`config.mk`:
```
export PLATFORM = sky130hd
export DESIGN_NAME = csr_regfile
export DESIGN_NICKNAME = d
export VERILOG_FILES = /design/src/rtl/csr_regfile_pkg.sv /design/src/rtl/csr_regfile_timer.sv /design/src/rtl/csr_regfile.sv
export SDC_FILE = /design/constraint.sdc
export NUM_CORES = 1
export LEC_CHECK = 0
export CORE_MARGIN = 2
export CORE_UTILIZATION = 58
export CTS_BUF_LIST = sky130_fd_sc_hd__clkbuf_8
export DETAILED_ROUTE_END_ITERATION = 10
export PLACE_DENSITY = 0.81
export SKIP_LAST_GASP = 1
export SYNTH_ARGS = -nofsm -noshare
export SYNTH_HDL_FRONTEND = slang
export SYNTH_SLANG_ARGS = --single-unit
```
`constraint.sdc`:
```
create_clock -name clk -period 3.9 [get_ports clk]
set_input_delay 0.78 -clock clk [delete_from_list [all_inputs] [get_ports clk]]
set_output_delay 0.78 -clock clk [all_outputs]
set_load 0.05 [all_outputs]
```
`src/rtl/csr_regfile_pkg.sv`:
```
// Shared CSR addresses, writable-bit masks and field positions for the LA32 CSR file.
package csr_regfile_pkg;

  localparam logic [13:0] CSR_CRMD   = 14'h000;
  localparam logic [13:0] CSR_PRMD   = 14'h001;
  localparam logic [13:0] CSR_ECFG   = 14'h004;
  localparam logic [13:0] CSR_ESTAT  = 14'h005;
  localparam logic [13:0] CSR_ERA    = 14'h006;
  localparam logic [13:0] CSR_EENTRY = 14'h00C;
  localparam logic [13:0] CSR_SAVE0  = 14'h030;
  localparam logic [13:0] CSR_TID    = 14'h040;
  localparam logic [13:0] CSR_TCFG   = 14'h041;
  localparam logic [13:0] CSR_TVAL   = 14'h042;
  localparam logic [13:0] CSR_TICLR  = 14'h044;

  localparam logic [31:0] WR_CRMD   = 32'h0000_01FF;
  localparam logic [31:0] WR_PRMD   = 32'h0000_0007;
  localparam logic [31:0] WR_ECFG   = 32'h0000_1BFF;
  localparam logic [31:0] WR_ESTAT  = 32'h0000_0003;
  localparam logic [31:0] WR_EENTRY = 32'hFFFF_FFC0;

  localparam int CRMD_IE       = 2;
  localparam int TCFG_EN       = 0;
  localparam int TCFG_PERIODIC = 1;

  function automatic logic [31:0] csr_rmw(input logic [31:0] old_v, input logic [31:0] wval,
                                          input logic [31:0] m);
    return (old_v & ~m) | (wval & m);
  endfunction

endpackage

```
`src/rtl/csr_regfile_timer.sv`:
```
// Stable-counter timer: TCFG register, TVAL down-counter with reload, and the ESTAT.IS[11] flag.
module csr_regfile_timer
  import csr_regfile_pkg::*;
#(
  parameter int TIMER_W = 32
) (
  input  logic               clk,
  input  logic               resetn,
  input  logic               tcfg_we_i,
  input  logic [TIMER_W-1:0] tcfg_wvalue_i,
  input  logic [TIMER_W-1:0] tcfg_wmask_i,
  input  logic               ticlr_i,
  output logic [TIMER_W-1:0] tcfg_o,
  output logic [TIMER_W-1:0] tval_o,
  output logic               ti_o
);

  localparam logic [TIMER_W-1:0] TVAL_IDLE = '1;

  logic [TIMER_W-1:0] tcfg_q, tcfg_d, tval_q, tval_d;
  logic               ti_q, ti_d;

  always_comb begin
    tcfg_d = tcfg_q;
    tval_d = tval_q;
    ti_d   = ti_q;
    if (tcfg_we_i) begin
      tcfg_d = (tcfg_q & ~tcfg_wmask_i) | (tcfg_wvalue_i & tcfg_wmask_i);
      // Enabling write restarts the count; disabling write leaves TVAL frozen.
      if (tcfg_d[TCFG_EN]) tval_d = {tcfg_d[TIMER_W-1:2], 2'b00};
    end else if (tcfg_q[TCFG_EN] && tval_q != TVAL_IDLE) begin
      if (tval_q == '0)
        tval_d = tcfg_q[TCFG_PERIODIC] ? {tcfg_q[TIMER_W-1:2], 2'b00} : TVAL_IDLE;
      else
        tval_d = tval_q - TIMER_W'(1);
    end
    if (ticlr_i) ti_d = 1'b0;
    // Set is applied after clear so a coincident expiry is never lost.
    if (tcfg_q[TCFG_EN] && tval_q == '0) ti_d = 1'b1;
  end

  always_ff @(posedge clk or negedge resetn) begin
    if (!resetn) begin
      tcfg_q <= '0;
      tval_q <= TVAL_IDLE;
      ti_q   <= 1'b0;
    end else begin
      tcfg_q <= tcfg_d;
      tval_q <= tval_d;
      ti_q   <= ti_d;
    end
  end

  assign tcfg_o = tcfg_q;
  assign tval_o = tval_q;
  assign ti_o   = ti_q;

endmodule

```
`src/rtl/csr_regfile.sv`:
```
// LA32 architectural CSR file: masked RMW writes, exception/ERTN updates, interrupt sampling, timer.
module csr_regfile
  import csr_regfile_pkg::*;
#(
  parameter int          SAVE_NUM = 4,
  parameter int          TIMER_W  = 32,
  parameter logic [31:0] TID_RST  = 32'h0,
  parameter int          HWI_NUM  = 8
) (
  input  logic               clk,
  input  logic               resetn,
  input  logic [13:0]        csr_num,
  output logic [31:0]        csr_rvalue,
  input  logic               csr_we,
  input  logic [31:0]        csr_wmask,
  input  logic [31:0]        csr_wvalue,
  input  logic               wb_ex,
  input  logic [5:0]         wb_ecode,
  input  logic [8:0]         wb_esubcode,
  input  logic [31:0]        wb_pc,
  input  logic               ertn_flush,
  input  logic [HWI_NUM-1:0] hw_int_in,
  input  logic               ipi_int_in,
  output logic [31:0]        ex_entry,
  output logic [31:0]        ertn_entry,
  output logic               has_int
);

  logic [31:0]        crmd_q, crmd_d, prmd_q, prmd_d, era_q, era_d;
  logic [31:0]        ecfg_q, eentry_q, tid_q, estat_rd;
  logic [31:0]        save_q [SAVE_NUM];
  logic [1:0]         estat_sw_q;
  logic [5:0]         ecode_q;
  logic [8:0]         esub_q;
  logic [HWI_NUM-1:0] hwi_q;
  logic               ipi_q, ti;
  logic [TIMER_W-1:0] tcfg, tval;
  logic               ticlr;

  assign ticlr = csr_we && csr_num == CSR_TICLR && csr_wvalue[0] && csr_wmask[0];

  csr_regfile_timer #(.TIMER_W(TIMER_W)) u_timer (
    .clk           (clk),
    .resetn        (resetn),
    .tcfg_we_i     (csr_we && csr_num == CSR_TCFG),
    .tcfg_wvalue_i (csr_wvalue[TIMER_W-1:0]),
    .tcfg_wmask_i  (csr_wmask[TIMER_W-1:0]),
    .ticlr_i       (ticlr),
    .tcfg_o        (tcfg),
    .tval_o        (tval),
    .ti_o          (ti)
  );

  // Field priority wb_ex > ertn_flush > csr_we; CRMD bits outside PLV/IE still take the write.
  always_comb begin
    crmd_d = (csr_we && csr_num == CSR_CRMD) ? csr_rmw(crmd_q, csr_wvalue, csr_wmask & WR_CRMD)
                                             : crmd_q;
    prmd_d = (csr_we && csr_num == CSR_PRMD) ? csr_rmw(prmd_q, csr_wvalue, csr_wmask & WR_PRMD)
                                             : prmd_q;
    era_d  = (csr_we && csr_num == CSR_ERA) ? csr_rmw(era_q, csr_wvalue, csr_wmask) : era_q;
    if (wb_ex) begin
      crmd_d[2:0] = 3'b000;
      prmd_d[2:0] = crmd_q[2:0];
      era_d       = wb_pc;
    end else if (ertn_flush) begin
      crmd_d[2:0] = prmd_q[2:0];
    end
  end

  always_ff @(posedge clk or negedge resetn) begin
    if (!resetn) begin
      crmd_q     <= 32'h8;
      prmd_q     <= '0;
      era_q      <= '0;
      ecfg_q     <= '0;
      eentry_q   <= '0;
      tid_q      <= TID_RST;
      estat_sw_q <= '0;
      ecode_q    <= '0;
      esub_q     <= '0;
      hwi_q      <= '0;
      ipi_q      <= 1'b0;
      for (int i = 0; i < SAVE_NUM; i++) save_q[i] <= '0;
    end else begin
      crmd_q <= crmd_d;
      prmd_q <= prmd_d;
      era_q  <= era_d;
      hwi_q  <= hw_int_in;
      ipi_q  <= ipi_int_in;
      if (csr_we && csr_num == CSR_ECFG)
        ecfg_q <= csr_rmw(ecfg_q, csr_wvalue, csr_wmask & WR_ECFG);
      if (csr_we && csr_num == CSR_EENTRY)
        eentry_q <= csr_rmw(eentry_q, csr_wvalue, csr_wmask & WR_EENTRY);
      if (csr_we && csr_num == CSR_TID)
        tid_q <= csr_rmw(tid_q, csr_wvalue, csr_wmask);
      if (csr_we && csr_num == CSR_ESTAT)
        estat_sw_q <= (estat_sw_q & ~csr_wmask[1:0]) | (csr_wvalue[1:0] & csr_wmask[1:0]);
      if (wb_ex) begin
        ecode_q <= wb_ecode;
        esub_q  <= wb_esubcode;
      end
      for (int i = 0; i < SAVE_NUM; i++)
        if (csr_we && csr_num == CSR_SAVE0 + 14'(i))
          save_q[i] <= csr_rmw(save_q[i], csr_wvalue, csr_wmask);
    end
  end

  always_comb begin
    estat_rd              = '0;
    estat_rd[1:0]         = estat_sw_q;
    estat_rd[2+:HWI_NUM]  = hwi_q;
    estat_rd[11]          = ti;
    estat_rd[12]          = ipi_q;
    estat_rd[21:16]       = ecode_q;
    estat_rd[30:22]       = esub_q;
  end

  always_comb begin
    csr_rvalue = '0;
    for (int i = 0; i < SAVE_NUM; i++)
      if (csr_num == CSR_SAVE0 + 14'(i)) csr_rvalue = save_q[i];
    case (csr_num)
      CSR_CRMD:   csr_rvalue = crmd_q;
      CSR_PRMD:   csr_rvalue = prmd_q;
      CSR_ECFG:   csr_rvalue = ecfg_q;
      CSR_ESTAT:  csr_rvalue = estat_rd;
      CSR_ERA:    csr_rvalue = era_q;
      CSR_EENTRY: csr_rvalue = eentry_q;
      CSR_TID:    csr_rvalue = tid_q;
      CSR_TCFG:   csr_rvalue = 32'(tcfg);
      CSR_TVAL:   csr_rvalue = 32'(tval);
      default:    ;
    endcase
  end

  assign ex_entry   = eentry_q;
  assign ertn_entry = era_q;
  assign has_int    = crmd_q[CRMD_IE] & |(estat_rd[12:0] & ecfg_q[12:0]);

endmodule

```
# == After elaboration in Yosys (flattened, before gate mapping) ==
# Index checks and enable logic that the tools add are counted.
# word_totals
ff_bits,411
wordCells,119
in_bits,139
output_inout_bits,97
# classes
reduce_logical,26
bitwise_logic,38
mux,19
n_addsub,1
n_eq_ne,15
# op_table
cell,n
32-bit AND,13
32-bit two-way mux,11
32-bit OR,11
32-bit case mux with 9 select lines,1
32-bit inverter,2
14-bit by 6-bit == test with 1-bit output (second input constant),4
14-bit by 7-bit == test with 1-bit output (second input constant),4
14-bit by 3-bit == test with 1-bit output (second input constant),3
32-bit by 13-bit AND with 32-bit output,1
32-bit by 3-bit AND with 32-bit output,1
32-bit by 9-bit AND with 32-bit output,1
32-bit logical NOT,1
32-bit != test (second input constant),1
13-bit inverter with 32-bit output,1
3-bit inverter with 32-bit output,1
9-bit inverter with 32-bit output,1
32-bit by 1-bit subtractor with 32-bit output (second input constant),1
1-bit logical AND,17
3-bit two-way mux,5
14-bit by 1-bit == test with 1-bit output (second input constant),1
14-bit by 4-bit == test with 1-bit output (second input constant),1
14-bit logical NOT,1
13-bit AND,1
13-bit OR reduction,1
9 further kinds,14

# == Logic depth before layout (Yosys ltp) ==
# Gate-level depths: netlist of run 1.
# logic_depth
ltp_word,6
mapped_depth,10
depth_no_buf,8

# == Cells and area by module ==
# From an unflattened synthesis of run 1, not the netlist that was laid out.
# unflattened
hier_cells,1835
area_unflattened_um2,18664.2
# modules_own_cells
mod,n_inst,cells_each,area_each_um2,seq_area_each_um2
csr_regfile,1,1344,14485.1,6707.7
csr_regfile_timer,1,491,4179.0,1666.6

# == Worst setup path before layout of run 1 ==
# Ideal clock, no wire load.
# synth_timing
path_type,input-to-output
from,in csr_num[9]
to,out csr_rvalue[4]
path_stages,9
required_time_ns,3.120
arrival_time_ns,3.348
slack_ns,-0.228
path_buffers,4
path_cell_list,or4_1 > clkbuf_1 > nor2_1 > buf_2 > and2_1 > clkbuf_1 > clkbuf_1 > a211oi_1 > a31oi_1
# synth_between
elab_chain_cells,6
word_cells_on_any_way,18
classes_between,eq/ne (12); mux (5); reduce/logical (1)
# synth_lines
element,line,text
start: declaration,csr_regfile.sv:12,"input logic [13:0] csr_num,"
14-bit by 6-bit == test with 1-bit output,csr_regfile.sv:121,if (csr_num == CSR_SAVE0 + 14'(i)) csr_rvalue = save_q[i];
32-bit two-way mux (4 in a row),csr_regfile.sv:121,
32-bit case mux with 9 select lines *,csr_regfile.sv:122,case (csr_num)
end: declaration,csr_regfile.sv:13,"output logic [31:0] csr_rvalue,"
# Mark *: on every way between the ends. The rest lies on a longest branch, timed or not.

# == Worst setup path in the final report of run 1 ==
# layout_timing
from,in csr_num[11]
to,out csr_rvalue[4]
# Same word-level chain as after synthesis.

==> flow_summary.rst, run 1 <==
.. list-table::
   :header-rows: 1

   * - Metric
     - Value
   * - Outcome
     - complete, no violations
   * - Sum of net half-perimeters after detailed placement
     - roughly 44 mm
   * - R2r setup slk
     - about 0.89 ns
   * - Share of the synthesized area in the top cell type
     - 41.2%
   * - Maximum capacitance violations
     - 0
   * - Die height
     - roughly 180 µm
   * - Vias in the first global route
     - about 17,000
   * - Required time worst endpoint
     - 3.12 ns
   * - Clock latency on the worst-skew pair
     - a little over 0.6 ns
   * - Synth Instances
     - between 1,500 and 2,000
   * - Overall die area
     - 32,800 µm²
   * - Total setup violations reported at the end of the flow
     - 0
   * - Cts bufs inserted
     - 56
   * - Max-slew headroom
     - 28.9%
   * - Yosys warns
     - 0
   * - Post-route worst setup slack
     - 0.0615 ns
   * - Top flip-flop cell by instance count after synthesis
     - sky130_fd_sc_hd__dfrtp_1
   * - DRC marker count from the first detailed-route iteration
     - 2,296
   * - Part of the cycle the worst path needs
     - 98.4%
   * - Fraction of registers with async set/reset
     - 100%
   * - Number of antenna violations at the first check in global routing
     - 2
   * - Data arrival, critical path
     - 3.06 ns
   * - Worst slew pin tran
     - 1.07 ns
   * - Crit-path leading delay family
     - simple AND/OR/NAND/NOR gates
   * - Lkg Pwr
     - 10.2 nW
   * - Beginning of the worst register-to-register path
     - u_timer.tval_o[1]
   * - Net switching power of the design
     - 0.00204 W
   * - Global-route usage over all layers
     - 38.9%
   * - Destination of the critical timing path
     - csr_rvalue[4]
   * - Critical Path Fanout Max
     - 8
   * - Area of the core
     - slightly above 30,000 µm²
   * - Unrepaired setup endpoints after global routing
     - yes
   * - Residual antenna-violating net count after detailed routing
     - 0
   * - Switching share of power
     - a little over a quarter
   * - Power density over the cells
     - 324 nW/µm²
   * - Startpoint of the worst setup timing path
     - csr_num[11]
   * - Clock transition at the registers of the reported paths
     - roughly 0.060 ns
   * - Via count
     - 16,900
   * - Pre-CTS worst setup slack
     - -0.154 ns
   * - Endpoint type of the worst setup path
     - output pin
   * - H-Tree Depth
     - 2
   * - DRC
     - 0
   * - Number of clock sinks
     - 333
   * - Final routed wirelength across all metal layers
     - 64.4 mm
   * - Final-report hold violation count
     - 0
   * - I/O Pins
     - 236
   * - Final Net Count
     - 2,198
   * - Placed instance area
     - 21,800 µm²
   * - Clock period minus final worst setup slack
     - ~3.8 ns
   * - Post-route standard cell area excluding fillers
     - 23,100 µm²
   * - WP buf/inv
     - 3
   * - Worst ir drop on vdd
     - around 0.26 mV
   * - Unique masters post-synth
     - between 70 and 80
   * - Pin count of the biggest net entering global routing
     - 93
   * - End of the worst register-to-register path
     - u_timer.tval_o[23]
   * - Post-detailed-route via-to-cell ratio
     - 6.75
   * - Rows
     - 64
   * - Most common cell in the netlist
     - sky130_fd_sc_hd__nand2_1
   * - Cell Area, Synth
     - 18,200 µm²
   * - Worst min path class
     - input port to async pin
   * - Standard cell with the maximum stage delay on the critical path
     - sky130_fd_sc_hd__or4_4
   * - Relative contribution of the clock network to total power
     - 41.3%
   * - Number of synthesized register bits
     - 333
   * - Largest buffer count on any clock path
     - 3
   * - Kind of critical path
     - input port to output pin
   * - Mean instance size in the synthesized netlist
     - 9.95 µm²
   * - Max-slew violation count
     - 0
   * - Largest area contributor in the synthesized netlist
     - sky130_fd_sc_hd__dfrtp_1
   * - Leading post-synthesis cells by instance count
     - sky130_fd_sc_hd__nand2_1, sky130_fd_sc_hd__dfrtp_1, sky130_fd_sc_hd__mux2_2
   * - Pint
     - between 0.005 and 0.006 W
   * - Largest stage delay on the critical path
     - between 0.5 and 0.6 ns
   * - Startpoint types
     - input port
   * - Top post-synthesis cells by area
     - sky130_fd_sc_hd__dfrtp_1, sky130_fd_sc_hd__mux2_2, sky130_fd_sc_hd__nand2_1
   * - Sequential fraction of design power
     - 48.0%
   * - Number of cells on the critical path
     - 9
   * - Final routed wire length divided by cell count
     - 25.8 µm
   * - Gate power share
     - 10.8%
   * - Path depth of the worst reg2reg path
     - 8
   * - First-pass GRT wire length
     - 99.4 mm
   * - Final Skew
     - 0.0392 ns
   * - Sequential-to-total area share from yosys stat
     - a little under half
   * - Initial Util
     - around three fifths
   * - Count of flip-flops with a built-in enable after synthesis
     - 0
   * - Pre-antenna DRT Iters
     - 9
   * - Clock tree from TritonCTS
     - done
   * - Final GP Congestion
     - 0.967
   * - Count of port buffers added during placement
     - between 200 and 250
   * - Chain of cells forming the critical path
     - clkdlybuf4s50_1, or4_4, nor4_4, buf_6, a22oi_1, a31oi_1, a211oi_1, a31oi_2, buf_12
   * - Chip Width
     - 181 µm
   * - Clock tree root driver cell
     - sky130_fd_sc_hd__clkbuf_8
   * - Area overhead of the layout relative to synthesis
     - 26.7%
   * - Total congestion overflow after global routing
     - 0
   * - Fmax
     - 261 MHz
   * - Fraction of layout cells with a size suffix above 1
     - 25.9%
==> worst register-to-register path: stages, from the launching register on <==
cell	delay, ns
sky130_fd_sc_hd__dfstp_2	0.39
sky130_fd_sc_hd__inv_1	0.19
sky130_fd_sc_hd__ha_1	0.20
sky130_fd_sc_hd__or3b_2	0.44
sky130_fd_sc_hd__nor3_1	0.32
sky130_fd_sc_hd__and4_1	0.78
sky130_fd_sc_hd__nand2_1	0.24
sky130_fd_sc_hd__o211ai_1	0.25
sky130_fd_sc_hd__a211oi_2	0.09
==> power by group through the flow <==
stage | Combinational [W] | Clock, W | Sequential (W)
global placement | 0.000770 | 0 | 0.00364
floorplan | 0.000271 | 0 | 0.00372
CTS | 0.000792 | 0.00307 | 0.00358
finish | 0.000803 | 0.00308 | 0.00358
global route | 0.000849 | 0.00325 | 0.00359
detailed placement | 0.000783 | 0 | 0.00364
==> area by class of cell <==
type | count | area (µm²)
multi-input cells | 1277 | 9150
flip-flops and latches | 333 | 8370
fillers | 2133 | 7680
repair buffers | 344 | 3780
clock buffers | 66 | 908
well taps | 396 | 495
clock inverters | 36 | 185
inverters | 44 | 165
diodes | 1 | 2.50
==> cell usage in the layout, fill, tap and decap left out, types with 6 or more instances in the layout <==
master	Yosys	routed
sky130_fd_sc_hd__dlymetal6s2s_1	0	9
sky130_fd_sc_hd__buf_4	9	88
sky130_fd_sc_hd__a22oi_1	35	33
sky130_fd_sc_hd__a221oi_1	16	16
sky130_fd_sc_hd__a21boi_0	34	34
sky130_fd_sc_hd__mux2_1	11	11
sky130_fd_sc_hd__mux2_2	238	238
sky130_fd_sc_hd__conb_1	1	6
sky130_fd_sc_hd__dfrtp_1	300	300
sky130_fd_sc_hd__clkinv_2	0	6
sky130_fd_sc_hd__a22o_1	6	6
sky130_fd_sc_hd__o21ai_0	58	58
sky130_fd_sc_hd__xor2_1	12	12
sky130_fd_sc_hd__nor3_1	38	32
sky130_fd_sc_hd__nand2_1	305	303
sky130_fd_sc_hd__nand4_1	18	18
sky130_fd_sc_hd__xnor2_1	8	8
sky130_fd_sc_hd__nor2b_1	8	6
sky130_fd_sc_hd__mux2i_1	43	43
sky130_fd_sc_hd__a222oi_1	53	53
sky130_fd_sc_hd__a31oi_1	11	8
sky130_fd_sc_hd__clkdlybuf4s50_1	0	185
sky130_fd_sc_hd__clkbuf_8	0	66
sky130_fd_sc_hd__or3_1	6	6
sky130_fd_sc_hd__a21oi_1	89	87
sky130_fd_sc_hd__buf_6	1	6
sky130_fd_sc_hd__buf_12	0	51
sky130_fd_sc_hd__nand2b_1	9	8
sky130_fd_sc_hd__nor3b_1	9	9
sky130_fd_sc_hd__nor2_1	64	60
sky130_fd_sc_hd__a311oi_1	35	35
sky130_fd_sc_hd__o22a_1	15	15
sky130_fd_sc_hd__nand3_1	38	38
sky130_fd_sc_hd__nor4_1	24	21
sky130_fd_sc_hd__dfstp_2	33	33
sky130_fd_sc_hd__inv_1	43	70
sky130_fd_sc_hd__o211ai_1	8	8
==> layer usage <==
| layer | share of wire (%) | global-route usage (%) | up-vias |
|---|---|---|---|
| met5 | 0.012 | 0 | - |
| met4 | 3.3 | 12.6 | 2 |
| met3 | 13 | 10.1 | 189 |
| met2 | 45 | 60.5 | 1156 |
| met1 | 39 | 53.5 | 8375 |
| li1 | - | - | 7138 |
==> stage by stage <==
step | hold slack, ns | TNS (ns) | std cells | power [W] | util [%]
final | 0.219 | 0 | 2497 | 0.00747 | 75.0
after global routing | 0.277 | -0.0627 | 2496 | 0.00768 | 75.0
after CTS | 0.246 | -0.113 | 2493 | 0.00745 | 74.6
after detailed placement | 0.487 | -1.32 | 2390 | 0.00442 | 70.8
after global placement | 0.471 | -0.407 | 2390 | 0.00440 | 70.8
after floorplan | 0.459 | 0 | 1835 | 0.00399 | -
==> worst min path at each step <==
stage	depth (start not counted)	start	end	slack (ns)
4_1_cts	1	resetn	u_timer.tcfg_o[12]	0.25
2_1_floorplan	1	register	register	0.46
3_5_place_dp	1	register	register	0.49
6_report	1	resetn	u_timer.tcfg_o[6]	0.22
3_3_place_gp	1	register	register	0.47
5_1_grt	1	resetn	u_timer.tcfg_o[5]	0.28
==> cell families (layout without fill, tap and decap cells) <==
| kind of cell | Yosys count | after routing | share of synthesized area, % |
|---|---|---|---|
| AOI/OAI and AO/OA | 393 | 393 | 15.6 |
| xor gates and xnor gates | 20 | 20 | 0.962 |
| adders and majority gates | 3 | 3 | 0.206 |
| buffers and inverters | 225 | 490 | 4.98 |
| DFF | 333 | 333 | 46.0 |
| muxes | 293 | 293 | 17.9 |
| other | 1 | 7 | 0.0206 |
| and+or+nand+nor | 562 | 562 | 14.4 |
==> timing repair <==
| item | CTS | global route |
|---|---|---|
| gates resized for setup | 13 | 33 |
| cloned | 0 | 1 |
| buffers inserted | 1 | 2 |
| setup endpoints to repair | 28 | 31 |
| pin swaps | 4 | 12 |
| hold buffers | 0 | 0 |
No activity file was read; power rests on OpenSTA's default activity.
==> run 2: changes to the inputs <==
==> constraint.sdc (replaced) <==
create_clock -name clk -period 4.4 [get_ports clk]
set_input_delay 0.88 -clock clk [delete_from_list [all_inputs] [get_ports clk]]
set_output_delay 0.88 -clock clk [all_outputs]
set_load 0.05 [all_outputs]
==> run 2 against run 1 <==
- worst setup slack lost 0.028 ns
- total power shrank 13%
- design area shrank 2.2%
==> flow_summary.rst, run 2 (synthesis gave the netlist of run 1 again) <==
.. list-table::
   :header-rows: 1

   * - Metric
     - Value
   * - Relative contribution of the clock network to total power
     - 40.8%
   * - Outcome
     - complete, no violations
   * - Final GP Congestion
     - 0.948
   * - Worst slack on hold paths
     - 0.186 ns
   * - Kind of critical path
     - input port to output pin
   * - Residual antenna-violating net count after detailed routing
     - 0
   * - I/O Pins
     - 236
   * - Pre-CTS worst setup slack
     - -0.0632 ns
   * - Pin count of the biggest net entering global routing
     - 78
   * - Sequential fraction of design power
     - 48.6%
   * - Endpoint type of the worst setup path
     - output pin
   * - Data arrival, critical path
     - 3.49 ns
   * - Final routed wirelength across all metal layers
     - 63.4 mm
   * - Post-route worst setup slack
     - roughly 0.033 ns
   * - Part of the cycle the worst path needs
     - between 90 and 100%
   * - Highest-count cells in the layout ignoring fill and taps
     - sky130_fd_sc_hd__nand2_1, sky130_fd_sc_hd__dfrtp_1, sky130_fd_sc_hd__mux2_2
   * - Vias in the first global route
     - between 15,000 and 20,000
   * - Rows
     - 64
   * - Post-route standard cell area excluding fillers
     - 22,600 µm²
   * - Final Skew
     - 0.0188 ns
   * - Clock tree from TritonCTS
     - done
   * - Max-slew violation count
     - 0
   * - Placed instance area
     - 21,400 µm²
   * - Area used by sequential logic in the layout
     - approximately 8400 µm²
   * - Global-route usage over all layers
     - 38.2%
   * - Chip Width
     - ~180 µm
   * - Number of antenna violations at the first check in global routing
     - 3
   * - Switching share of power
     - 27.0%
   * - Max-slew headroom
     - 15.5%
   * - Summed negative setup slack over all endpoints
     - 0 ns
   * - Number of clock sinks
     - 333
   * - Final routed wire length divided by cell count
     - 25.7 µm
   * - R2r setup slk
     - 1.33 ns
   * - Leading cell type in the layout, fill and taps excluded
     - sky130_fd_sc_hd__nand2_1
   * - Pre-antenna DRT Iters
     - 9
   * - Overall die area
     - 32,800 µm²
   * - Clock tree root driver cell
     - sky130_fd_sc_hd__clkbuf_8
   * - Final Net Count
     - 2,164
   * - Clock transition at the registers of the reported paths
     - 0.06 ns
   * - Final-report hold violation count
     - 0
   * - Critical Path Fanout Max
     - 29
   * - Worst min path class
     - input port to async pin
   * - Worst ir drop on vdd
     - 0.275 mV
   * - Number of inserted filler cells in the final layout
     - 2,240
   * - Unrepaired setup endpoints after global routing
     - no
   * - Area of the core
     - 30,700 µm²
   * - End of the worst register-to-register path
     - u_timer.tval_o[23]
   * - Sum of net half-perimeters after detailed placement
     - 42.9 mm
   * - Gate power share
     - 10.6%
   * - Final standard cell utilization of the core
     - about three quarters
   * - Required time worst endpoint
     - 3.52 ns
   * - Lkg Pwr
     - 9.85 nW
   * - Beginning of the worst register-to-register path
     - u_timer.tval_o[0]
   * - Net switching power of the design
     - about 0.0018 W
   * - Initial Util
     - 59.2%
   * - H-Tree Depth
     - 2
   * - Count of port buffers added during placement
     - 229
   * - Maximum capacitance violations
     - 0
   * - DRC
     - 0
   * - Via count
     - around 16,000
   * - DRC marker count from the first detailed-route iteration
     - around 2,100
   * - Total congestion overflow after global routing
     - 0
   * - Die height
     - 181 µm
   * - Startpoint types
     - input port
   * - Clock latency on the worst-skew pair
     - 0.62 ns
   * - Largest buffer count on any clock path
     - 3
   * - Fmax
     - 229 MHz
   * - Clock period minus final worst setup slack
     - 4.37 ns
   * - Power density over the cells
     - 289 nW/µm²
   * - Area of combinational cells with multiple inputs
     - 9050 µm²
   * - Fraction of layout cells with a size suffix above 1
     - between 20% and 30%
   * - Path depth of the worst reg2reg path
     - 8
   * - Post-detailed-route via-to-cell ratio
     - about 6.6
   * - First-pass GRT wire length
     - just under 100 mm
   * - Pint
     - 0.00476 W
   * - Total setup violations reported at the end of the flow
     - 0
   * - Cts bufs inserted
     - 55
   * - Area overhead of the layout relative to synthesis
     - 23.9%
   * - Worst slew pin tran
     - ~1.3 ns
## run 2: cell count changes in the layout (fill, tap and decap cells not counted), moves of 5 or more
| cell | previous run | this run |
|---|---|---|
| sky130_fd_sc_hd__buf_12 | 51 | 44 |
| sky130_fd_sc_hd__clkdlybuf4s50_1 | 185 | 195 |
| sky130_fd_sc_hd__buf_4 | 88 | 70 |
| sky130_fd_sc_hd__buf_6 | 6 | 1 |
| sky130_fd_sc_hd__dlymetal6s2s_1 | 9 | 0 |
## run 2: routing by layer
metal / vias up / track usage (%) / part of all wire (%)
met5: - / 0 / 0.011
met4: 2 / 13.8 / 3.1
met3: 150 / 10.3 / 12
met2: 1021 / 59.3 / 45
met1: 8133 / 51.8 / 40
li1: 7086 / - / -
## run 2: final cells by class
| type | instances | share of cell area, % |
|---|---|---|
| clock buffers | 67 | 4.09 |
| diodes | 2 | 0.0222 |
| well taps | 396 | 2.20 |
| flip-flops and latches | 333 | 37.1 |
| clock inverters | 36 | 0.738 |
| multi-input cells | 1277 | 40.1 |
| repair buffers | 311 | 15.0 |
| inverters | 44 | 0.732 |
## run 2: worst max-delay path, stage by stage
cell	delay, ns
sky130_fd_sc_hd__clkdlybuf4s50_1	0.54
sky130_fd_sc_hd__buf_12	0.26
sky130_fd_sc_hd__or4b_1	0.50
sky130_fd_sc_hd__nor4_2	0.23
sky130_fd_sc_hd__buf_6	0.17
sky130_fd_sc_hd__buf_12	0.16
sky130_fd_sc_hd__a32oi_1	0.07
sky130_fd_sc_hd__nor2_1	0.11
sky130_fd_sc_hd__nor3_1	0.07
sky130_fd_sc_hd__a31oi_1	0.18
sky130_fd_sc_hd__buf_4	0.16
sky130_fd_sc_hd__buf_12	0.13
## run 2: worst max-delay path by stage
stage / start / end / slack, ns / cells after the start
after floorplan: csr_num[9] / csr_rvalue[4] / 0.07 / 9
after global placement: csr_num[0] / csr_rvalue[4] / -0.01 / 11
after detailed placement: csr_num[0] / csr_rvalue[4] / -0.06 / 9
after CTS: csr_num[0] / csr_rvalue[4] / 0.01 / 11
after global routing: csr_num[0] / csr_rvalue[20] / 0.02 / 12
final: csr_num[0] / csr_rvalue[20] / 0.03 / 12
## run 2: metrics by stage
| step | total power, W | std cells |
|---|---|---|
| 2_1_floorplan | 0.00354 | 1835 |
| 3_3_place_gp | 0.00389 | 2358 |
| 3_5_place_dp | 0.00390 | 2358 |
| 4_1_cts | 0.00654 | 2461 |
| 5_1_grt | 0.00674 | 2464 |
| 6_report | 0.00653 | 2466 |
## run 2: power groups by stage
stage / sequential, W / clock, W / combinational, W
after detailed placement: 0.00322 / 0 / 0.000681
after global placement: 0.00322 / 0 / 0.000671
final: 0.00317 / 0.00266 / 0.000692
after CTS: 0.00317 / 0.00268 / 0.000686
after global routing: 0.00318 / 0.00283 / 0.000732
after floorplan: 0.00330 / 0 / 0.000240
## run 2: what timing repair did
action / CTS / global route
pin swaps: 0 / 1
hold buffers: 0 / 0
resized for setup: 2 / 4
setup endpoints to repair: 1 / 11
buffers inserted: 0 / 3
